**config.mk**
```make
export PLATFORM = sky130hd
export DESIGN_NAME = csr_trap_unit
export DESIGN_NICKNAME = d
export VERILOG_FILES = /design/src/rtl/csr_trap_unit.sv
export SDC_FILE = /design/constraint.sdc
export NUM_CORES = 1
export LEC_CHECK = 0
export BUFFER_PORTS_ARGS = -buffer_cell sky130_fd_sc_hd__buf_2
export CAP_MARGIN = 20
export CELL_PAD_IN_SITES_DETAIL_PLACEMENT = 1
export CELL_PAD_IN_SITES_GLOBAL_PLACEMENT = 1
export CORE_ASPECT_RATIO = 2
export CORE_MARGIN = 2
export CORE_UTILIZATION = 42
export CTS_CLUSTER_SIZE = 28
export DETAILED_ROUTE_END_ITERATION = 10
export PLACE_DENSITY = 0.82
export SLEW_MARGIN = 10
export SYNTH_ARGS = -nofsm -noshare
export SYNTH_HDL_FRONTEND = slang
export SYNTH_SLANG_ARGS = --single-unit
```
**constraint.sdc**
```tcl
create_clock -name i_clk -period 2.35 [get_ports i_clk]
set_input_delay 0.1175 -clock i_clk [delete_from_list [all_inputs] [get_ports i_clk]]
set_output_delay 0.1175 -clock i_clk [all_outputs]
set_load 0.01 [all_outputs]
```
**src/rtl/csr_trap_unit.sv**
```systemverilog
// csr_trap_unit: machine-mode CSR file (mstatus/mtvec/mscratch/mepc/mcause)
// with an ecall/mret trap sequencer that issues a one-cycle fetch redirect.
//
// Ports:
//   i_clk, i_rst_n          clock, asynchronous active-low reset
//   i_valid/i_ecall/i_mret  retiring instruction and its trap decode
//   i_pc                    PC of the retiring instruction
//   i_csr_we/addr/wdata     CSR write port (address shared with the read port)
//   o_csr_rdata             combinational CSR read of i_csr_addr
//   o_redirect/_pc          one-cycle redirect pulse and its target
//   o_busy                  trap or return in progress; retirement is held
module csr_trap_unit #(
    parameter logic [31:0] RESET_MTVEC = 32'h0000_0000,
    parameter logic [31:0] ECALL_CAUSE = 32'd11
) (
    input  logic        i_clk,
    input  logic        i_rst_n,
    input  logic        i_valid,
    input  logic        i_ecall,
    input  logic        i_mret,
    input  logic [31:0] i_pc,
    input  logic        i_csr_we,
    input  logic [11:0] i_csr_addr,
    input  logic [31:0] i_csr_wdata,
    output logic [31:0] o_csr_rdata,
    output logic        o_redirect,
    output logic [31:0] o_redirect_pc,
    output logic        o_busy
);
    typedef enum logic [1:0] {IDLE, ENTER, RETURN, DRAIN} state_e;

    state_e      state_q, state_d;
    logic        mie_q, mie_d, mpie_q, mpie_d;
    logic [31:0] mtvec_q, mtvec_d, mscratch_q, mscratch_d;
    logic [31:0] mepc_q, mepc_d, mcause_q, mcause_d;
    logic        take_ecall, take_mret, trap;

    // ecall has priority when both decode bits are set
    assign take_ecall = state_q == IDLE && i_valid && i_ecall;
    assign take_mret  = state_q == IDLE && i_valid && i_mret && !i_ecall;
    assign trap       = take_ecall || take_mret;

    always_comb begin
        state_d    = state_q;
        mie_d      = mie_q;
        mpie_d     = mpie_q;
        mtvec_d    = mtvec_q;
        mscratch_d = mscratch_q;
        mepc_d     = mepc_q;
        mcause_d   = mcause_q;
        case (state_q)
            IDLE:          state_d = take_ecall ? ENTER : take_mret ? RETURN : IDLE;
            ENTER, RETURN: state_d = DRAIN;
            default:       state_d = IDLE;
        endcase
        if (i_csr_we) begin
            if (i_csr_addr == 12'h305) mtvec_d = i_csr_wdata & ~32'h3;
            if (i_csr_addr == 12'h340) mscratch_d = i_csr_wdata;
            // trap-owned fields: a coincident trap edge takes precedence over software
            if (!trap) begin
                if (i_csr_addr == 12'h300) begin
                    mie_d  = i_csr_wdata[3];
                    mpie_d = i_csr_wdata[7];
                end
                if (i_csr_addr == 12'h341) mepc_d = i_csr_wdata & ~32'h3;
                if (i_csr_addr == 12'h342) mcause_d = i_csr_wdata;
            end
        end
        if (take_ecall) begin
            mepc_d   = i_pc & ~32'h3;
            mcause_d = ECALL_CAUSE;
            mpie_d   = mie_q;
            mie_d    = 1'b0;
        end
        if (take_mret) begin
            mie_d  = mpie_q;
            mpie_d = 1'b1;
        end
    end

    always_ff @(posedge i_clk or negedge i_rst_n) begin
        if (!i_rst_n) begin
            state_q    <= IDLE;
            mie_q      <= 1'b0;
            mpie_q     <= 1'b0;
            mtvec_q    <= RESET_MTVEC & ~32'h3;
            mscratch_q <= '0;
            mepc_q     <= '0;
            mcause_q   <= '0;
        end else begin
            state_q    <= state_d;
            mie_q      <= mie_d;
            mpie_q     <= mpie_d;
            mtvec_q    <= mtvec_d;
            mscratch_q <= mscratch_d;
            mepc_q     <= mepc_d;
            mcause_q   <= mcause_d;
        end
    end

    // MPP is hardwired to machine mode
    always_comb begin
        case (i_csr_addr)
            12'h300: o_csr_rdata = {19'b0, 2'b11, 3'b0, mpie_q, 3'b0, mie_q, 3'b0};
            12'h305: o_csr_rdata = mtvec_q;
            12'h340: o_csr_rdata = mscratch_q;
            12'h341: o_csr_rdata = mepc_q;
            12'h342: o_csr_rdata = mcause_q;
            default: o_csr_rdata = '0;
        endcase
    end

    assign o_redirect    = state_q == ENTER || state_q == RETURN;
    assign o_redirect_pc = state_q == ENTER ? mtvec_q : state_q == RETURN ? mepc_q : '0;
    assign o_busy        = state_q != IDLE;
endmodule

```
==> impl_metrics.csv, run 1 <==
group,metric,value,unit
hold_path,hp-class,"input port to flop",
worst_setup_path,slowest_delay,430,ps
sta,max_freq,0.462,GHz
floorplan,row_count,66,
worst_setup_path,path_delay_family,"buffers and inverters",
route,drt_pass1_iterations,5,
status,outcome,"complete, but fails checks",
sta,clock_skew,8.81,ps
global_routing,antenna_found_initial,1,
route,vias,6739,
clock_network,cts_sinks,128,
sta,drv_slew,0,
flow_run,timing.max_cap.violations,0,
route,drc,0,
pwr,leakage,4.21,nW
clock_network,clk_pin_slew,60,ps
logic_synthesis,synth.top_cells.by_count,"dfrtp_1 (128), o21ai_0 (92), nand2_1 (66)",
worst_setup_path,r2r_start,"state_q[1]",
worst_setup_path,crit_path_max_fanout,44,
sta,tns,0,ps
worst_setup_path,cp_slowest_cell,"ha_2",
sta,rsz0062_at_grt,"false",
global_routing,overflow,0,
floorplan,dieArea,0.0175,mm2
clock_network,tritoncts,"done",
logic_synthesis,synth_xor_area_share,0,%
logic_synthesis,synthSimpleGateAreaFrac,12.2,%
logic_synthesis,synth_compound_area_share,22.0,%
floorplan,die_w,94.5,um
clock_network,cts_setup_buffers,0,
placed_design,hpwl,14700,um
sta,layout_setup_ws,186,ps
route,drt_iter0_drc,411,
layout,nNetsFinal,971,
logic_synthesis,synth_area_per_cell,9.61,um2
global_routing,grt_max_degree,75,
clock_network,root_buffer,"clkbuf_16",
worst_setup_path,required,2230,ps
logic_synthesis,ys.flop_type,"dfrtp_1",
status,failed_checks,"negative hold slack",
sta,tightest_slew,755,ps
logic_synthesis,syn_area,0.00687,mm2
logic_synthesis,synthDistinctLibCells,40,
pwr,vdd_ir_drop_max,0.624,mV
logic_synthesis,synth.area.top_cells,"dfrtp_1 (47%), o21ai_0 (6.7%), mux2_4 (6.6%), a21oi_1 (4.7%), mux2_2 (4.4%)",
worst_setup_path,r2r_slack,290,ps
pwr,p_per_area,856,mW/mm2
logic_synthesis,synth_top_family_by_area,"compound AO/OA/AOI/OAI gates",
logic_synthesis,yosysMostFrequentCell,"dfrtp_1",
logic_synthesis,synth_top_area_share,46.6,%
worst_setup_path,startpoint,"state_q[1]",
global_routing,grt_pass1_wl,39500,um
layout,n_antenna_cell,0,
placed_design,preCtsSetupSlack,384,ps
route,vias_per_cell,6.12,
route,routed_wl,25400,um
sta,whs,-13.1,ps
clock_network,htreeDepth,4,
worst_setup_path,critical_path_class,"flop to primary output",
route,avgRoutedWirePerCell,23.0,um
clock_network,clock_latency,420,ps
floorplan,io_pins,148,
clock_network,max-clock-path-buffers,2,
placed_design,io_buffers,143,
floorplan,start_util,42.7,%
logic_synthesis,synth-warning-count,0,
worst_setup_path,critPathLaunchType,"flop",
route,ant_nets,0,
sta,period_share,92.1,%
logic_synthesis,synthArstFlopShare,100,%
sta,final-setup-viol-count,0,
layout,instances_no_fill,1102,
floorplan,die_y,185,um
global_routing,grt_pass1_vias,7181,
layout,area.growth.synth_to_final,30.9,%
global_routing,grt_usage,29.4,%
layout,final_area,0.00899,mm2
hold_path,hold_start,"i_pc[25]",
logic_synthesis,ys_seq_elements,128,
worst_setup_path,path_cells,"inv_1 > ha_2 > buf_12 > nand2_1 > o21ai_0 > buf_2",
clock_network,cts_made_buffers,17,
worst_setup_path,worstSetupEndpointType,"primary output",
logic_synthesis,synth-edff-count,0,
floorplan,coreArea,0.0161,mm2
worst_setup_path,cp_num_buf_inv,3,
sta,post-route-min-period,2160,ps
logic_synthesis,synth_mux_area_share,12.8,%
placed_design,gp_congestion,0.833,
sta,relSlewSlack,49.7,%
placed_design,place_area,0.00780,mm2
logic_synthesis,synthAdderAreaFrac,0.728,%
worst_setup_path,worstPathArrival,2050,ps
sta,hold_viol_final,1,
logic_synthesis,yosys.area.top_type,"dfrtp_1",
layout,drive_above_1_share,30.1,%
logic_synthesis,synthCells,715,
placed_design,dpl.cell_count,1017,
logic_synthesis,yosysSeqAreaShare,46.6,%
-- logic make-up (layout without fill, tap and decap cells) --
logic type      after synthesis  count (layout)
flops                       128             128
buf+inv                      77             259
mux                          69              69
fa+ha+maj                     4               4
compound gates              249             249
other cells                   1               2
simple gates                187             187
-- state kept, by name, summed over array words and instances (netlist names) --
register    count
mpie_q          1
mepc_q         30
mie_q           1
mscratch_q     32
mtvec_q        30
mcause_q       32
state_q         2
-- layout by cell type, fill, tap and decap left out, types with 19 or more instances in the layout --
| master | count |
|---|---|
| buf_2 | 142 |
| dfrtp_1 | 128 |
| o21ai_0 | 92 |
| nor2_1 | 65 |
| nand2_1 | 65 |
| a21oi_1 | 64 |
| dlygate4sd3_1 | 53 |
| nand3_1 | 31 |
| mux2_4 | 30 |
| a31oi_1 | 30 |
| a22oi_1 | 29 |
| mux2_2 | 27 |
| a221o_1 | 26 |
| buf_4 | 19 |
-- timing repair --
item,4_1_cts,5_1_grt
endpoints found under the hold margin,154,0
endpoints found under the setup margin,0,0
resized for setup,0,0
hold buffers,53,0
-- path summary, 6_finish.rpt --
path / endpoint / cells after the start
worst max-delay path: o_redirect_pc[9] / 6
worst min-delay path: mepc_q[25] / 3
worst max register to register: mcause_q[17] / 7
worst min register to register: mscratch_q[13] / 1
max in group asynchronous: mscratch_q[19] / 3
min in group asynchronous: mscratch_q[8] / 2
-- worst reg2reg max path: stages, from the launching register on --
cell	delay (ps)
dfrtp_1	400
inv_1	90
ha_1	240
nand3_1	190
nand4_1	190
buf_4	380
o21ai_0	200
a21oi_1	260
-- final cells by class --
cell class | instances | area (um2)
Fill cell | 1792 | 7110
Clock inverter | 13 | 235
Clock buffer | 19 | 433
Sequential cell | 128 | 3200
Inverter | 5 | 18.8
Multi-Input combinational cell | 511 | 3310
Timing Repair Buffer | 222 | 1540
Tap cell | 204 | 255
-- power by group --
group | leakage, nW | switching [mW] | internal, mW | total [mW]
registers | 1.68 | 0.252 | 2.51 | 2.76
logic | 2.22 | 1.22 | 0.704 | 1.93
clock network | 0.318 | 1.02 | 1.99 | 3.02
-- metal layers --
metal,track usage [%],up-vias,routed length (um)
met5,0,-,0
met4,9.51,0,592
met3,5.49,54,1600
met2,51.8,321,13200
met1,35.9,3428,9950
li1,-,2936,-
-- metrics by stage --
stage	utilization, %	power [mW]	hold WS, ps
floorplan	-	3.76	-178
global placement	48.4	4.50	183
detailed placement	48.4	4.59	189
CTS	55.9	7.69	0.153
global route	55.9	8.06	2.74
finish	55.9	7.70	-13.1
No activity file was read; power rests on OpenSTA's default activity.
==> inputs of run 2 (changes only) <==
--- a/config.mk
+++ b/config.mk
@@ -11,10 +11,10 @@
 export CELL_PAD_IN_SITES_GLOBAL_PLACEMENT = 1
 export CORE_ASPECT_RATIO = 2
 export CORE_MARGIN = 2
-export CORE_UTILIZATION = 42
+export CORE_UTILIZATION = 45
 export CTS_CLUSTER_SIZE = 28
 export DETAILED_ROUTE_END_ITERATION = 10
-export PLACE_DENSITY = 0.82
+export PLACE_DENSITY = 0.87
 export SLEW_MARGIN = 10
 export SYNTH_ARGS = -nofsm -noshare
 export SYNTH_HDL_FRONTEND = slang
==> constraint.sdc (replaced) <==
create_clock -name i_clk -period 2.7 [get_ports i_clk]
set_input_delay 0.135 -clock i_clk [delete_from_list [all_inputs] [get_ports i_clk]]
set_output_delay 0.135 -clock i_clk [all_outputs]
set_load 0.01 [all_outputs]
==> run 2 against run 1 <==
Against the previous run:
- the flow still finishes with violations (negative hold slack)
- design area fell by 3.3%
- non-clock buffer count fell by 15
- die area down 6.5%
- critical endpoint is now o_redirect_pc[12]
- clock-buffer cell count is 4 higher
- total power shrank 17%
- utilization is 2.5 points higher
- clock power decreased by 24%
==> impl_metrics.csv, run 2 (same netlist as run 1, synthesis figures left out) <==
group,metric,value,unit
status,outcome,"complete, but fails checks",
status,failed_checks,"negative hold slack",
route,vias_per_cell,6.24,
layout,final_area,0.00870,mm2
sta,tightest_slew,982,ps
layout,nNetsFinal,956,
worst_setup_path,r2r_start,"state_q[0]",
clock_network,clk_pin_slew,60,ps
placed_design,dpl.cell_count,1007,
route,avgRoutedWirePerCell,23.8,um
pwr,p_clk_share,36.2,%
sta,tns,0,ps
sta,post-route-min-period,2320,ps
pwr,switching_share,34.0,%
sta,period_share,86.1,%
route,drt_pass1_iterations,5,
global_routing,grt_pass1_wl,39600,um
route,drc,0,
pwr,seqPwrFrac,37.5,%
clock_network,cts_sinks,128,
clock_network,max-clock-path-buffers,2,
worst_setup_path,r2r_cells,7,
worst_setup_path,critical_path_class,"flop to primary output",
worst_setup_path,worstPathArrival,2190,ps
layout,instances_no_fill,1079,
pwr,pwr-share-comb,26.3,%
clock_network,cts_made_buffers,17,
pwr,p_switching,2.17,mW
layout,final_cell_mix,"buf_2 (142), dfrtp_1 (128), o21ai_0 (92)",
placed_design,place_area,0.00772,mm2
pwr,p_int,4.21,mW
route,drt_iter0_drc,548,
clock_network,root_buffer,"clkbuf_16",
layout,area.growth.synth_to_final,26.6,%
sta,whs,-3.77,ps
floorplan,io_pins,148,
floorplan,die_w,91.4,um
sta,max_freq,0.430,GHz
layout,layout_commonest_cell,"buf_2",
worst_setup_path,r2r_slack,450,ps
layout,drive_above_1_share,30.2,%
worst_setup_path,startpoint,"state_q[1]",
global_routing,grt_usage,31.4,%
sta,hold_viol_final,1,
clock_network,htreeDepth,4,
floorplan,start_util,46.1,%
flow_run,timing.max_cap.violations,0,
worst_setup_path,crit_path_max_fanout,32,
hold_path,hp-class,"input port to flop",
sta,layout_setup_ws,376,ps
route,routed_wl,25600,um
global_routing,grt_pass1_vias,7386,
global_routing,grt_max_degree,62,
hold_path,worstHoldPathCells,3,
sta,final-setup-viol-count,0,
placed_design,preCtsSetupSlack,429,ps
worst_setup_path,worstSetupEndpointType,"primary output",
worst_setup_path,r2r-end,"mepc_q[16]",
global_routing,overflow,0,
pwr,total_power,6.38,mW
layout,reg.largest.list,"mcause_q x32, mscratch_q x32",
clock_network,cts_resized,0,
worst_setup_path,critPathLaunchType,"flop",
pwr,vdd_ir_drop_max,0.526,mV
placed_design,hpwl,16100,um
placed_design,io_buffers,143,
pwr,leakage,4.10,nW
sta,drv_slew,0,
hold_path,hold_start,"i_pc[14]",
floorplan,die_y,179,um
layout,fin_util,58.4,%
clock_network,tritoncts,"done",
worst_setup_path,required,2570,ps
floorplan,dieArea,0.0163,mm2
route,vias,6736,
hold_path,hold_end,"mepc_q[14]",
clock_network,clock_latency,420,ps
pwr,p_per_area,734,mW/mm2
route,ant_nets,0,
floorplan,coreArea,0.0149,mm2
sta,relSlewSlack,34.3,%
sta,clock_skew,8.38,ps
floorplan,row_count,63,
global_routing,antenna_found_initial,0,
placed_design,gp_congestion,0.827,
sta,rsz0062_at_grt,"false",
## run 2: cell count changes in the layout (fill, tap and decap cells not counted), sizes merged
| cell | change |
|---|---|
| clkinvlp | +1 |
| diode | +1 |
| buf | -1 |
| clkbuf | +4 |
| clkinv | -1 |
| dlygate4sd3 | -14 |
| bufinv | -4 |
## run 2: metal layers
metal / wire length [um] / global-route usage [%] / share of wire [%] / up-vias
met5: 0 / 0 / 0 / -
met1: 9080 / 33.9 / 35 / 3414
met3: 1340 / 5.30 / 5.2 / 87
met2: 14000 / 56.6 / 55 / 330
met4: 1250 / 18.9 / 4.9 / 0
li1: - / - / - / 2905
## run 2: power by group through the flow
stage               clock (mW)  sequential, mW  combinational [mW]
finish                    2.31            2.40                1.68
global route              2.41            2.43                1.83
global placement             0            2.39                1.51
detailed placement           0            2.42                1.59
CTS                       2.33            2.39                1.66
floorplan                    0            2.35               0.922
## run 2: how the worst max path moves through the flow
stage                              endpoint  slack, ps
after floorplan                  mepc_q[23]       1080
after global routing      o_redirect_pc[12]        260
after CTS                 o_redirect_pc[12]        390
after detailed placement        mtvec_q[15]        430
final                     o_redirect_pc[12]        380
after global placement           mtvec_q[6]        540
## run 2: what timing repair did
action                     4_1_cts  5_1_grt
setup endpoints to repair        0        0
hold endpoints to repair        90        0
buffers inserted                 0        0
hold buffers                    39        0
## run 2: layout make-up
type	count	area, um2
multi-input combinational	511	3310
clock inverter	9	106
antenna	1	2.50
tap	195	244
inverter	5	18.8
clock buffer	23	478
timing repair buffer	207	1330
fill	1691	6200
sequential	128	3200
## run 2: worst max-delay path: stages, from the launching register on
cell and delay [ps]:
dfrtp_1 410, inv_1 100, ha_2 550, buf_12 270, nand2_1 80, o21ai_0 140
buf_2 200
